File: config.mk
export PLATFORM = sky130hd
export DESIGN_NAME = dense_tile_scheduler
export DESIGN_NICKNAME = d
export VERILOG_FILES = /design/src/rtl/dense_tile_scheduler.sv
export SDC_FILE = /design/constraint.sdc
export NUM_CORES = 1
export LEC_CHECK = 0
export BUFFER_PORTS_ARGS = -buffer_cell sky130_fd_sc_hd__buf_2
export CAP_MARGIN = 10
export CORE_ASPECT_RATIO = 0.6
export CORE_MARGIN = 4
export CORE_UTILIZATION = 51
export DETAILED_ROUTE_END_ITERATION = 7
export PLACE_DENSITY_LB_ADDON = 0.25
export SYNTH_ARGS = -nofsm -noshare
export SYNTH_HDL_FRONTEND = slang
export SYNTH_SLANG_ARGS = --single-unit
File: constraint.sdc
create_clock -name clk -period 2.9 [get_ports clk]
set_clock_uncertainty 0.15 [all_clocks]
set_input_delay 0.29 -clock clk [delete_from_list [all_inputs] [get_ports clk]]
set_output_delay 0.29 -clock clk [all_outputs]
set_load 0.02 [all_outputs]
File: src/rtl/dense_tile_scheduler.sv
// Walks one dense_core over a layer: OC tiles outer, IC tiles inner; load -> start -> run -> flush.
// Registered outputs; load/flush requests hold until acknowledged, core_done is waited for in RUN only.
module dense_tile_scheduler #(
  parameter int OC_TILE = 32,
  parameter int IC_TILE = 64,
  parameter int IDX_W   = 5
) (
  input  logic             clk,
  input  logic             resetn,
  input  logic             start,
  input  logic [9:0]       TOTAL_IC,
  input  logic [9:0]       TOTAL_OC,
  output logic             busy,
  output logic             done,
  output logic             cfg_err,
  output logic             load_req,
  input  logic             load_ack,
  output logic [IDX_W-1:0] load_oc_idx,
  output logic [IDX_W-1:0] load_ic_idx,
  output logic             core_start,
  input  logic             core_done,
  output logic [7:0]       core_oc,
  output logic [9:0]       core_ic,
  output logic             psum_clear,
  output logic             psum_last,
  output logic             flush_req,
  input  logic             flush_ack,
  output logic [IDX_W-1:0] flush_oc_idx
);

  localparam int OC_SH = $clog2(OC_TILE);
  localparam int IC_SH = $clog2(IC_TILE);

  typedef enum logic [2:0] {
    S_IDLE, S_LOAD, S_START, S_RUN, S_FLUSH, S_DONE
  } state_e;

  state_e           state_q, state_d;
  logic [9:0]       tot_ic_q, tot_ic_d, tot_oc_q, tot_oc_d;
  logic [IDX_W-1:0] ic_last_q, ic_last_d, oc_last_q, oc_last_d;
  logic [IDX_W-1:0] ic_idx_q, ic_idx_d, oc_idx_q, oc_idx_d;
  logic             err_q, err_d;

  logic             busy_q, busy_d, done_q, done_d, cfg_err_q, cfg_err_d;
  logic             load_req_q, load_req_d, core_start_q, core_start_d;
  logic             psum_clear_q, psum_clear_d, psum_last_q, psum_last_d;
  logic             flush_req_q, flush_req_d;
  logic [IDX_W-1:0] load_oc_idx_q, load_oc_idx_d, load_ic_idx_q, load_ic_idx_d;
  logic [IDX_W-1:0] flush_oc_idx_q, flush_oc_idx_d;
  logic [7:0]       core_oc_q, core_oc_d;
  logic [9:0]       core_ic_q, core_ic_d;

  // Tile counts and remaining-channel arithmetic in 11 bits so 512 plus rounding never wraps.
  logic [10:0] n_ic_w, n_oc_w, ic_rem, oc_rem;
  logic [9:0]  core_ic_w;
  logic [7:0]  core_oc_w;

  assign n_ic_w    = ({1'b0, TOTAL_IC} + 11'(IC_TILE - 1)) >> IC_SH;
  assign n_oc_w    = ({1'b0, TOTAL_OC} + 11'(OC_TILE - 1)) >> OC_SH;
  assign ic_rem    = {1'b0, tot_ic_q} - (11'(ic_idx_q) << IC_SH);
  assign oc_rem    = {1'b0, tot_oc_q} - (11'(oc_idx_q) << OC_SH);
  assign core_ic_w = (ic_rem >= 11'(IC_TILE)) ? 10'(IC_TILE) : ic_rem[9:0];
  assign core_oc_w = (oc_rem >= 11'(OC_TILE)) ? 8'(OC_TILE) : oc_rem[7:0];

  always_comb begin
    state_d   = state_q;
    tot_ic_d  = tot_ic_q;
    tot_oc_d  = tot_oc_q;
    ic_last_d = ic_last_q;
    oc_last_d = oc_last_q;
    ic_idx_d  = ic_idx_q;
    oc_idx_d  = oc_idx_q;
    err_d     = err_q;

    case (state_q)
      S_IDLE: begin
        if (start) begin
          tot_ic_d  = TOTAL_IC;
          tot_oc_d  = TOTAL_OC;
          ic_last_d = IDX_W'(n_ic_w - 11'd1);
          oc_last_d = IDX_W'(n_oc_w - 11'd1);
          ic_idx_d  = '0;
          oc_idx_d  = '0;
          err_d     = (TOTAL_IC == '0) || (TOTAL_OC == '0);
          state_d   = err_d ? S_DONE : S_LOAD;
        end
      end
      S_LOAD: begin
        if (load_req_q && load_ack) state_d = S_START;
      end
      S_START: state_d = S_RUN;
      S_RUN: begin
        if (core_done) begin
          if (ic_idx_q == ic_last_q) begin
            state_d = S_FLUSH;
          end else begin
            ic_idx_d = ic_idx_q + IDX_W'(1);
            state_d  = S_LOAD;
          end
        end
      end
      S_FLUSH: begin
        if (flush_req_q && flush_ack) begin
          if (oc_idx_q == oc_last_q) begin
            state_d = S_DONE;
          end else begin
            oc_idx_d = oc_idx_q + IDX_W'(1);
            ic_idx_d = '0;
            state_d  = S_LOAD;
          end
        end
      end
      // The config-error path enters DONE straight from IDLE and pulses one cycle later.
      S_DONE: begin
        if (done_q) state_d = S_IDLE;
      end
      default: state_d = S_IDLE;
    endcase

    busy_d         = (state_d != S_IDLE);
    done_d         = (state_d == S_DONE) && (state_q != S_IDLE);
    cfg_err_d      = done_d && err_q;
    load_req_d     = (state_d == S_LOAD);
    load_oc_idx_d  = (state_d == S_LOAD) ? oc_idx_d : load_oc_idx_q;
    load_ic_idx_d  = (state_d == S_LOAD) ? ic_idx_d : load_ic_idx_q;
    core_start_d   = (state_d == S_START);
    psum_clear_d   = (state_d == S_START) && (ic_idx_q == '0);
    psum_last_d    = (state_d == S_START) && (ic_idx_q == ic_last_q);
    core_oc_d      = (state_d == S_START) ? core_oc_w : core_oc_q;
    core_ic_d      = (state_d == S_START) ? core_ic_w : core_ic_q;
    flush_req_d    = (state_d == S_FLUSH);
    flush_oc_idx_d = (state_d == S_FLUSH) ? oc_idx_q : flush_oc_idx_q;
  end

  always_ff @(posedge clk or negedge resetn) begin
    if (!resetn) begin
      state_q        <= S_IDLE;
      tot_ic_q       <= '0;
      tot_oc_q       <= '0;
      ic_last_q      <= '0;
      oc_last_q      <= '0;
      ic_idx_q       <= '0;
      oc_idx_q       <= '0;
      err_q          <= 1'b0;
      busy_q         <= 1'b0;
      done_q         <= 1'b0;
      cfg_err_q      <= 1'b0;
      load_req_q     <= 1'b0;
      load_oc_idx_q  <= '0;
      load_ic_idx_q  <= '0;
      core_start_q   <= 1'b0;
      psum_clear_q   <= 1'b0;
      psum_last_q    <= 1'b0;
      core_oc_q      <= '0;
      core_ic_q      <= '0;
      flush_req_q    <= 1'b0;
      flush_oc_idx_q <= '0;
    end else begin
      state_q        <= state_d;
      tot_ic_q       <= tot_ic_d;
      tot_oc_q       <= tot_oc_d;
      ic_last_q      <= ic_last_d;
      oc_last_q      <= oc_last_d;
      ic_idx_q       <= ic_idx_d;
      oc_idx_q       <= oc_idx_d;
      err_q          <= err_d;
      busy_q         <= busy_d;
      done_q         <= done_d;
      cfg_err_q      <= cfg_err_d;
      load_req_q     <= load_req_d;
      load_oc_idx_q  <= load_oc_idx_d;
      load_ic_idx_q  <= load_ic_idx_d;
      core_start_q   <= core_start_d;
      psum_clear_q   <= psum_clear_d;
      psum_last_q    <= psum_last_d;
      core_oc_q      <= core_oc_d;
      core_ic_q      <= core_ic_d;
      flush_req_q    <= flush_req_d;
      flush_oc_idx_q <= flush_oc_idx_d;
    end
  end

  assign busy         = busy_q;
  assign done         = done_q;
  assign cfg_err      = cfg_err_q;
  assign load_req     = load_req_q;
  assign load_oc_idx  = load_oc_idx_q;
  assign load_ic_idx  = load_ic_idx_q;
  assign core_start   = core_start_q;
  assign psum_clear   = psum_clear_q;
  assign psum_last    = psum_last_q;
  assign core_oc      = core_oc_q;
  assign core_ic      = core_ic_q;
  assign flush_req    = flush_req_q;
  assign flush_oc_idx = flush_oc_idx_q;

endmodule

Word level (Yosys, flattened, before mapping)
Cells that the tools add are included.

storage, ports and cells
  bits in registers = 85
  word-level logic and storage cells = 77
  input bits = 26

operators by class
  reduce and logical (&&, ||, !) cells = 14
  $lt $le $gt $ge = 2
  equality and inequality tests = 11
  muxes and demuxes = 21
  add/subtract/negate cells = 8

operators by type and width
  kind                     count
  $mux W5                  8
  $mux W3                  8
  $logic_not A10 Y1        2
  $pmux W3 S6              1
  $pmux W5 S3              1
  $eq A3 B3 Y1 const B     4
  $add A10 B6 Y11 const B  1
  $ge A11 B6 Y1 const B    1
  $ge A11 B7 Y1 const B    1
  $sub A10 B10 Y11         1
  $sub A10 B11 Y11         1
  $add A10 B5 Y10 const B  1
  $add A5 B1 Y5 const B    2
  $eq A5 B5 Y1             2
  $mux W10                 1
  $pmux W5 S2              1
  $sub A5 B1 Y5 const B    2
  $eq A3 B2 Y1 const B     3
  $mux W8                  1
  $eq A3 B1 Y1 const B     2
  $logic_and A1 B1 Y1      6
  $reduce_bool A3 Y1       2
  $logic_not A5 Y1         1
  $logic_not A3 Y1         1
  2 further kinds          2

Longest topological paths before layout
Gate-level depths: netlist of run 1.

  depth after elaboration = 8
  gate-level depth with buffers = 11
  mapped depth without buffers = 10

Worst setup path before layout of run 1
OpenSTA, ideal clock, no wires.

  path kind = register to register
  from = reg oc_idx_q[1]
  to = reg core_oc_q[0] (netlist: core_oc[0])
  path buffers = 0
  setup time = 69 ps
  data required time = 2681 ps
  path slack = 275 ps
  stages on the path, launching flop included = 8
  arrival = 2406 ps
  cell sequence = dfrtp_1 -> inv_1 -> ha_1 -> nor2b_1 -> o21a_1 -> or4_1 -> a2111oi_1 -> a22o_1

between the ends
  longest elaborated chain between the ends = 5
  elaborated cells on any way between the ends = 8
  those cells by class = add/sub (1); order compare (1); eq/ne (2); mux (4)

ends and longest elaborated chain
  item                                                                      line  source
  start, declared                                                           41    logic [IDX_W-1:0] ic_idx_q, ic_idx_d, oc_idx_q, oc_idx_d;
  start signal, assigned                                                    165   oc_idx_q <= oc_idx_d;
  parallel branches: the longest is 5 deep, another holds $sub A10 B10 Y11  --
  end signal, assigned                                                      176   core_oc_q <= core_oc_d;
  end, declared                                                             50    logic [7:0] core_oc_q, core_oc_d;

Several ways; the timed one is not identified.
A chain may end at the register's enable or synchronous reset.

Worst setup path after layout of run 1
  from = in TOTAL_OC[0]
  to = reg flush_oc_idx_q[4] (netlist: flush_oc_idx[4])

between the ends
  longest elaborated chain between the ends = 6

ends and longest elaborated chain
  item                   line  source
  start, declared        12    input logic [9:0] TOTAL_OC,
  $logic_not A10 Y1      84    err_d = (TOTAL_IC == '0) || (TOTAL_OC == '0);
  $logic_or A1 B1 Y1     84
  $mux W3                85    state_d = err_d ? S_DONE : S_LOAD;
  $mux W3                77    if (start) begin
  $pmux W3 S6            75    case (state_q)
  $eq A3 B3 Y1           --
  named net flush_req_d  47    logic flush_req_q, flush_req_d;
  end signal, assigned   179   flush_oc_idx_q <= flush_oc_idx_d;
  end, declared          49    logic [IDX_W-1:0] flush_oc_idx_q, flush_oc_idx_d;

The timed path passes the listed nets, and every way through them passes these cells.

==> flow_summary_export.csv, run 1 <==
group,metric,value,unit
power_and_ir_drop,powerDensity,1010,nW/um2
clock_tree,numCtsBuffers,9,
sta,post-route-min-period,2757,ps
clock_tree,htree_levels,3,
synth,syn-num-nets,449,
global_route,grt_overflow,0,
global_route,grt_pass1_wl,15.77,mm
routing,dr.pass1.iters,4,
routing,ant_nets,0,
finish,final_cells,594,
power_and_ir_drop,vdd_drop_max,0.0005521,V
clock_tree,clk_latency,340,ps
synth,syn_area,4144,um2
synth,synth_edf_count,0,
synth,synth.yosys.seq_area_share,51.33,%
clock_tree,clock_tree.root_cell,"clkbuf_16",
sta,setup_tns,0,ps
power_and_ir_drop,power,5.047,mW
finish,nets,523,
synth,synthesis.instances,407,
routing,num_vias,3220,
worst_setup_path,required,2980,ps
synth,ys_top_cells_by_area,"dfrtp_1, nand2_1, ha_1",
finish,antenna_cells,0,
clock_tree,clk_pin_slew,60,ps
routing,wl_met3,539,um
die,fp-row-count,25,
global_route,grt_max_degree,86,
clock_tree,clkSinkCount,85,
synth,synth_top_area_share,51.33,%
sta,timing.fmax,362.7,MHz
place,placed_area,4621,um2
clock_tree,clockBufferDepth,2,
finish,area_growth,20.56,%
status,violations,"negative hold slack",
job,maxCapViolCount,0,
place,globalplace.congestion,0.9670,
synth,yosysTopAreaCell,"dfrtp_1",
sta,setup_violations,0,
global_route,grt_pass1_vias,3221,
worst_setup_path,cp_max_fo,6,
die,ioPinCount,67,
synth,yosys_register_bits,85,
sta,grt_setup_unrepaired,"false",
place,dp_hpwl,6.740,mm
routing,wl_per_cell,15.78,um
worst_setup_path,cp-end-kind,"register",
finish,drive_gt1_share,21.81,%
die,floorplan.die_area,9679,um2
routing,routed.top_layer,"met4",
place,port_buffers,66,
synth,async_flop_share,100.0,%
sta,tightest_slew,1036,ps
global_route,grt.total_usage,20.49,%
routing,drt_iter0_drc,230,
routing,via_per_inst,5.421,
die,start_util,52.57,%
sta,slew_headroom,30.95,%
synth,synthFlopType,"dfrtp_1",
finish,fin_area,4996,um2
worst_setup_path,startpoint_type,"input port",
place,placed_cells,575,
sta,fin_crit_sh,95.08,%
synth,yosysUniqueCellTypes,59,
sta,whs,-31.54,ps
die,die_x,124.4,um
status,status,"finished, violations left",
worst_setup_path,critPathKind,"in2reg",
routing,drt_wl_total,9.373,mm
synth,syn_area_per_cell,10.18,um2
finish,fill_cells,693,
routing,wl_met2,4.269,mm
routing,drc,0,
worst_setup_path,reg2reg_slack,280,ps
global_route,antenna_found_initial,0,
hold_path,hold_path.class,"in2async",
die,coreArea,7883,um2
worst_setup_path,arrival,2840,ps
routing,wl_met1,4.396,mm
synth,synth-warning-count,0,
die,die_h,77.83,um
clock_tree,cts_tree,"yes",
sta,finalHoldViolCount,30,
sta,drv_slew,0,
power_and_ir_drop,leakage,2.484,nW
cells in the mapped netlist (2+ instances only):
cell and n:
mux2_2 5, nor2_1 17, or3_1 3, and2_1 7, a21o_1 2, o21ai_0 20, xor2_1 6, a31oi_1 6
o21a_1 2, nor3_1 7, buf_2 2, and3_1 3, or4_1 3, o2111ai_1 2, nand3_1 10, inv_1 20
o211ai_1 3, nor4_1 2, o31ai_1 3, a22oi_1 2, fa_1 2, mux2_1 10, xnor2_1 19, ha_1 14
or2_2 2, o22ai_1 2, o21ai_1 2, clkbuf_1 13, dfrtp_1 85, a21oi_1 9, nor2b_1 4, nand2_1 83
a22o_1 11
critical path, stage by stage:
cell and delay (ps):
dlygate4sd3_1 530, buf_2 120, or4_4 430, nor2_1 160, nand2_1 110, o41a_1 400, a311oi_4 270, buf_4 190
mux2_2 340
registers in the layout, indices dropped and copies added, names as in the netlist, 3 cells and up:
| signal | count |
|---|---|
| core_ic | 10 |
| ic_last_q | 5 |
| load_oc_idx | 5 |
| state_q | 3 |
| core_oc | 8 |
| load_ic_idx | 5 |
| tot_oc_q | 10 |
| tot_ic_q | 10 |
| ic_idx_q | 5 |
| flush_oc_idx | 5 |
| oc_last_q | 5 |
| oc_idx_q | 5 |
cells in the final DEF (no fill, tap or decap), types with 11 or more instances in the layout:
cell and n:
buf_2 65, buf_4 12, nand2_1 83, ha_1 14, xnor2_1 19, a22o_1 11
dfrtp_1 85, inv_1 20, nor2_1 17, o21ai_0 20
metal layers:
layer / vias to the layer above / global-route usage, %
met5: - / 0
met4: 0 / 7.112
met3: 21 / 5.915
met2: 91 / 32.87
met1: 1542 / 26.86
li1: 1566 / -
power by group:
part / total [mW] / leakage, nW / switching (mW) / internal, mW
combinational: 1.91 / 1.21 / 1.12 / 0.794
clock: 1.31 / 0.163 / 0.464 / 0.841
sequential: 1.83 / 1.11 / 0.267 / 1.56
total: 5.05 / 2.48 / 1.85 / 3.19
cell families after synthesis:
logic type | share of synthesized area, %
AO/OA/AOI/OAI | 12.98
XOR/XNOR | 5.284
adder cells (fa/ha/maj) | 5.193
buffers and inverters | 3.502
flip-flops | 51.33
multiplexers | 4.318
AND/OR/NAND/NOR | 17.39
final timing paths:
check,startpoint,end,depth (start not counted)
min reg2reg,tot_ic_q[3]$_DFFE_PN0P_,tot_ic_q[3]$_DFFE_PN0P_,2
max,TOTAL_OC[0],flush_oc_idx[4]$_DFFE_PN0P_,9
max in group asynchronous,resetn,tot_ic_q[8]$_DFFE_PN0P_,1
max reg2reg,oc_idx_q[1]$_DFF_PN0_,core_oc[4]$_DFFE_PN0N_,8
min in group clk,TOTAL_OC[1],tot_oc_q[1]$_DFFE_PN0P_,3
min,resetn,core_ic[9]$_DFFE_PN0N_,1
area by class of cell:
cell class / count / area (um2) / area share, %
repair buffers: 79 / 435.4 / 8.715
flip-flops and latches: 85 / 2127 / 42.57
multi-input cells: 285 / 1879 / 37.62
inverters: 21 / 78.83 / 1.578
well taps: 108 / 135.1 / 2.705
clock inverters: 6 / 111.4 / 2.229
clock buffers: 10 / 229.0 / 4.583
through the flow:
step	setup WS (ps)	utilization [%]	hold WS [ps]
floorplan	274.6	-	-155.6
global placement	151.1	58.62	308.6
detailed placement	94.12	58.62	316.3
CTS	16.96	63.19	2.185
global route	1.165	63.38	28.59
finish	142.6	63.38	-31.54
repair_timing:
| item | 4_1_cts | 5_1_grt |
|---|---|---|
| endpoints found under the setup margin | 0 | 15 |
| hold buffers | 2 | 0 |
| endpoints found under the hold margin | 2 | 0 |
| resized for setup | 0 | 2 |
| buffers inserted | 0 | 1 |
No activity file was read; power rests on OpenSTA's default activity.
==> run 2: changes to the inputs <==
CORE_UTILIZATION = 48   (was 51)
SKIP_CTS_REPAIR_TIMING = 1   (was unset)
==> flow_summary_export.csv, run 2 (synthesis gave the netlist of run 1 again) <==
group,metric,value,unit
global_route,grt_pass1_vias,3254,
sta,fin_crit_sh,93.69,%
worst_setup_path,critPathKind,"reg2reg",
routing,dr.pass1.iters,6,
finish,drive_gt1_share,21.60,%
power_and_ir_drop,vdd_drop_max,0.0004874,V
die,die_x,128.0,um
finish,antenna_cells,0,
global_route,grt_max_degree,46,
sta,setup_tns,0,ps
worst_setup_path,startpoint_type,"register",
clock_tree,clkSinkCount,85,
power_and_ir_drop,leakage,2.459,nW
die,fp-row-count,25,
place,port_buffers,66,
clock_tree,htree_levels,3,
place,dp_hpwl,7.057,mm
worst_setup_path,worstReg2RegStart,"oc_idx_q[1]$_DFF_PN0_",
hold_path,min_from,"TOTAL_IC[0]",
worst_setup_path,arrival,2840,ps
status,status,"finished, final reports clean",
global_route,grt_pass1_wl,16.02,mm
hold_path,hold_path.class,"in2reg",
power_and_ir_drop,power,4.831,mW
die,coreArea,8133,um2
hold_path,hold_path_depth,3,
routing,ant_nets,0,
global_route,grt_overflow,0,
sta,finalHoldViolCount,0,
sta,tightest_slew,675.2,ps
routing,via_per_inst,5.455,
clock_tree,clock_tree.root_cell,"clkbuf_16",
routing,drc,0,
clock_tree,clockBufferDepth,2,
clock_tree,clk_pin_slew,60,ps
worst_setup_path,regToRegEndpoint,"core_oc[0]$_DFFE_PN0N_",
clock_tree,cts_tree,"yes",
worst_setup_path,reg2regPathDepth,8,
global_route,grt.total_usage,20.15,%
die,die_h,79.97,um
finish,area_growth,18.84,%
sta,setup_violations,0,
job,maxCapViolCount,0,
worst_setup_path,cp-end-kind,"register",
routing,drt_iter0_drc,170,
sta,timing.fmax,368.0,MHz
routing,num_vias,3240,
hold_path,min_to,"tot_ic_q[0]$_DFFE_PN0P_",
worst_setup_path,required,3030,ps
place,globalplace.congestion,0.9013,
die,ioPinCount,67,
sta,drv_slew,0,
finish,layout_commonest_cell,"dfrtp_1",
die,start_util,50.95,%
routing,drt_wl_total,9.506,mm
finish,layout_common_cells,"dfrtp_1, nand2_1, buf_2",
power_and_ir_drop,powerDensity,980.9,nW/um2
global_route,antenna_found_initial,0,
sta,post-route-min-period,2717,ps
worst_setup_path,cp_max_fo,6,
worst_setup_path,reg2reg_slack,180,ps
sta,slew_headroom,54.95,%
die,floorplan.die_area,10230,um2
routing,wl_per_cell,16.00,um
sta,grt_setup_unrepaired,"false",
clock_tree,clk_latency,340,ps
clock_tree,numCtsBuffers,9,
finish,nets,523,
run 2: cell types whose count changed in the layout (fill, tap and decap cells not counted):
cell and change:
and4b_1 +1, and4b_2 -1, buf_4 +1, bufinv_16 -3
clkbuf_8 +2, clkinv_2 +2, clkinv_4 -1, dlygate4sd3_1 -1
nor4_1 +1, nor4_2 -1
run 2: through the flow:
stage / instance area [um2] / hold WS [ps] / utilization [%] / setup WS (ps) / instances
3_5_place_dp: 4636 / 177.4 / 57.00 / 109.2 / 577
3_3_place_gp: 4636 / 161.0 / 57.00 / 165.1 / 577
4_1_cts: 4915 / -184.9 / 60.43 / 219.1 / 593
2_1_floorplan: 4144 / -155.6 / - / 274.6 / 407
5_1_grt: 4925 / 6.269 / 60.55 / 41.18 / 594
6_report: 4925 / 8.257 / 60.55 / 182.9 / 594
run 2: where the power goes:
group          switching [mW]  total [mW]  internal, mW
Sequential              0.262        1.82          1.56
Combinational            1.15        1.94         0.789
Clock                   0.448        1.07         0.622
Total                    1.86        4.83          2.97
run 2: layout make-up:
type	instances	area (um2)
Clock inverter	4	22.52
Timing Repair Buffer	79	432.9
Sequential cell	85	2127
Fill cell	726	3208
Inverter	21	78.83
Multi-Input combinational cell	285	1872
Tap cell	108	135.1
Clock buffer	12	256.5
run 2: worst max-delay path, stage by stage, from the launching register on:
cell       delay (ps)
dfrtp_1           490
inv_1             130
ha_1              280
nor2b_1           140
o21a_1            180
or4_1             460
a2111oi_1         460
buf_4             240
a22o_1            130
run 2: worst max path at each step:
| stage | start | to | slack (ps) | cells past startpoint |
|---|---|---|---|---|
| 3_5_place_dp | TOTAL_OC[3] | flush_oc_idx[0]$_DFFE_PN0P_ | 110 | 7 |
| 6_report | oc_idx_q[1]$_DFF_PN0_ | core_oc[0]$_DFFE_PN0N_ | 180 | 8 |
| 5_1_grt | ic_idx_q[4]$_DFF_PN0_ | flush_oc_idx[2]$_DFFE_PN0P_ | 40 | 7 |
| 3_3_place_gp | TOTAL_OC[3] | flush_oc_idx[3]$_DFFE_PN0P_ | 170 | 7 |
| 2_1_floorplan | oc_idx_q[1]$_DFF_PN0_ | core_oc[0]$_DFFE_PN0N_ | 270 | 7 |
| 4_1_cts | state_q[2]$_DFF_PN0_ | flush_oc_idx[0]$_DFFE_PN0P_ | 220 | 8 |
run 2: layer usage:
| layer | vias up | part of all wire (%) | GRT usage, % |
|---|---|---|---|
| li1 | 1549 | - | - |
| met1 | 1578 | 47 | 27.95 |
| met2 | 106 | 45 | 30.58 |
| met3 | 7 | 7.3 | 7.152 |
| met4 | 0 | 0.53 | 4.343 |
| met5 | - | 0 | 0 |
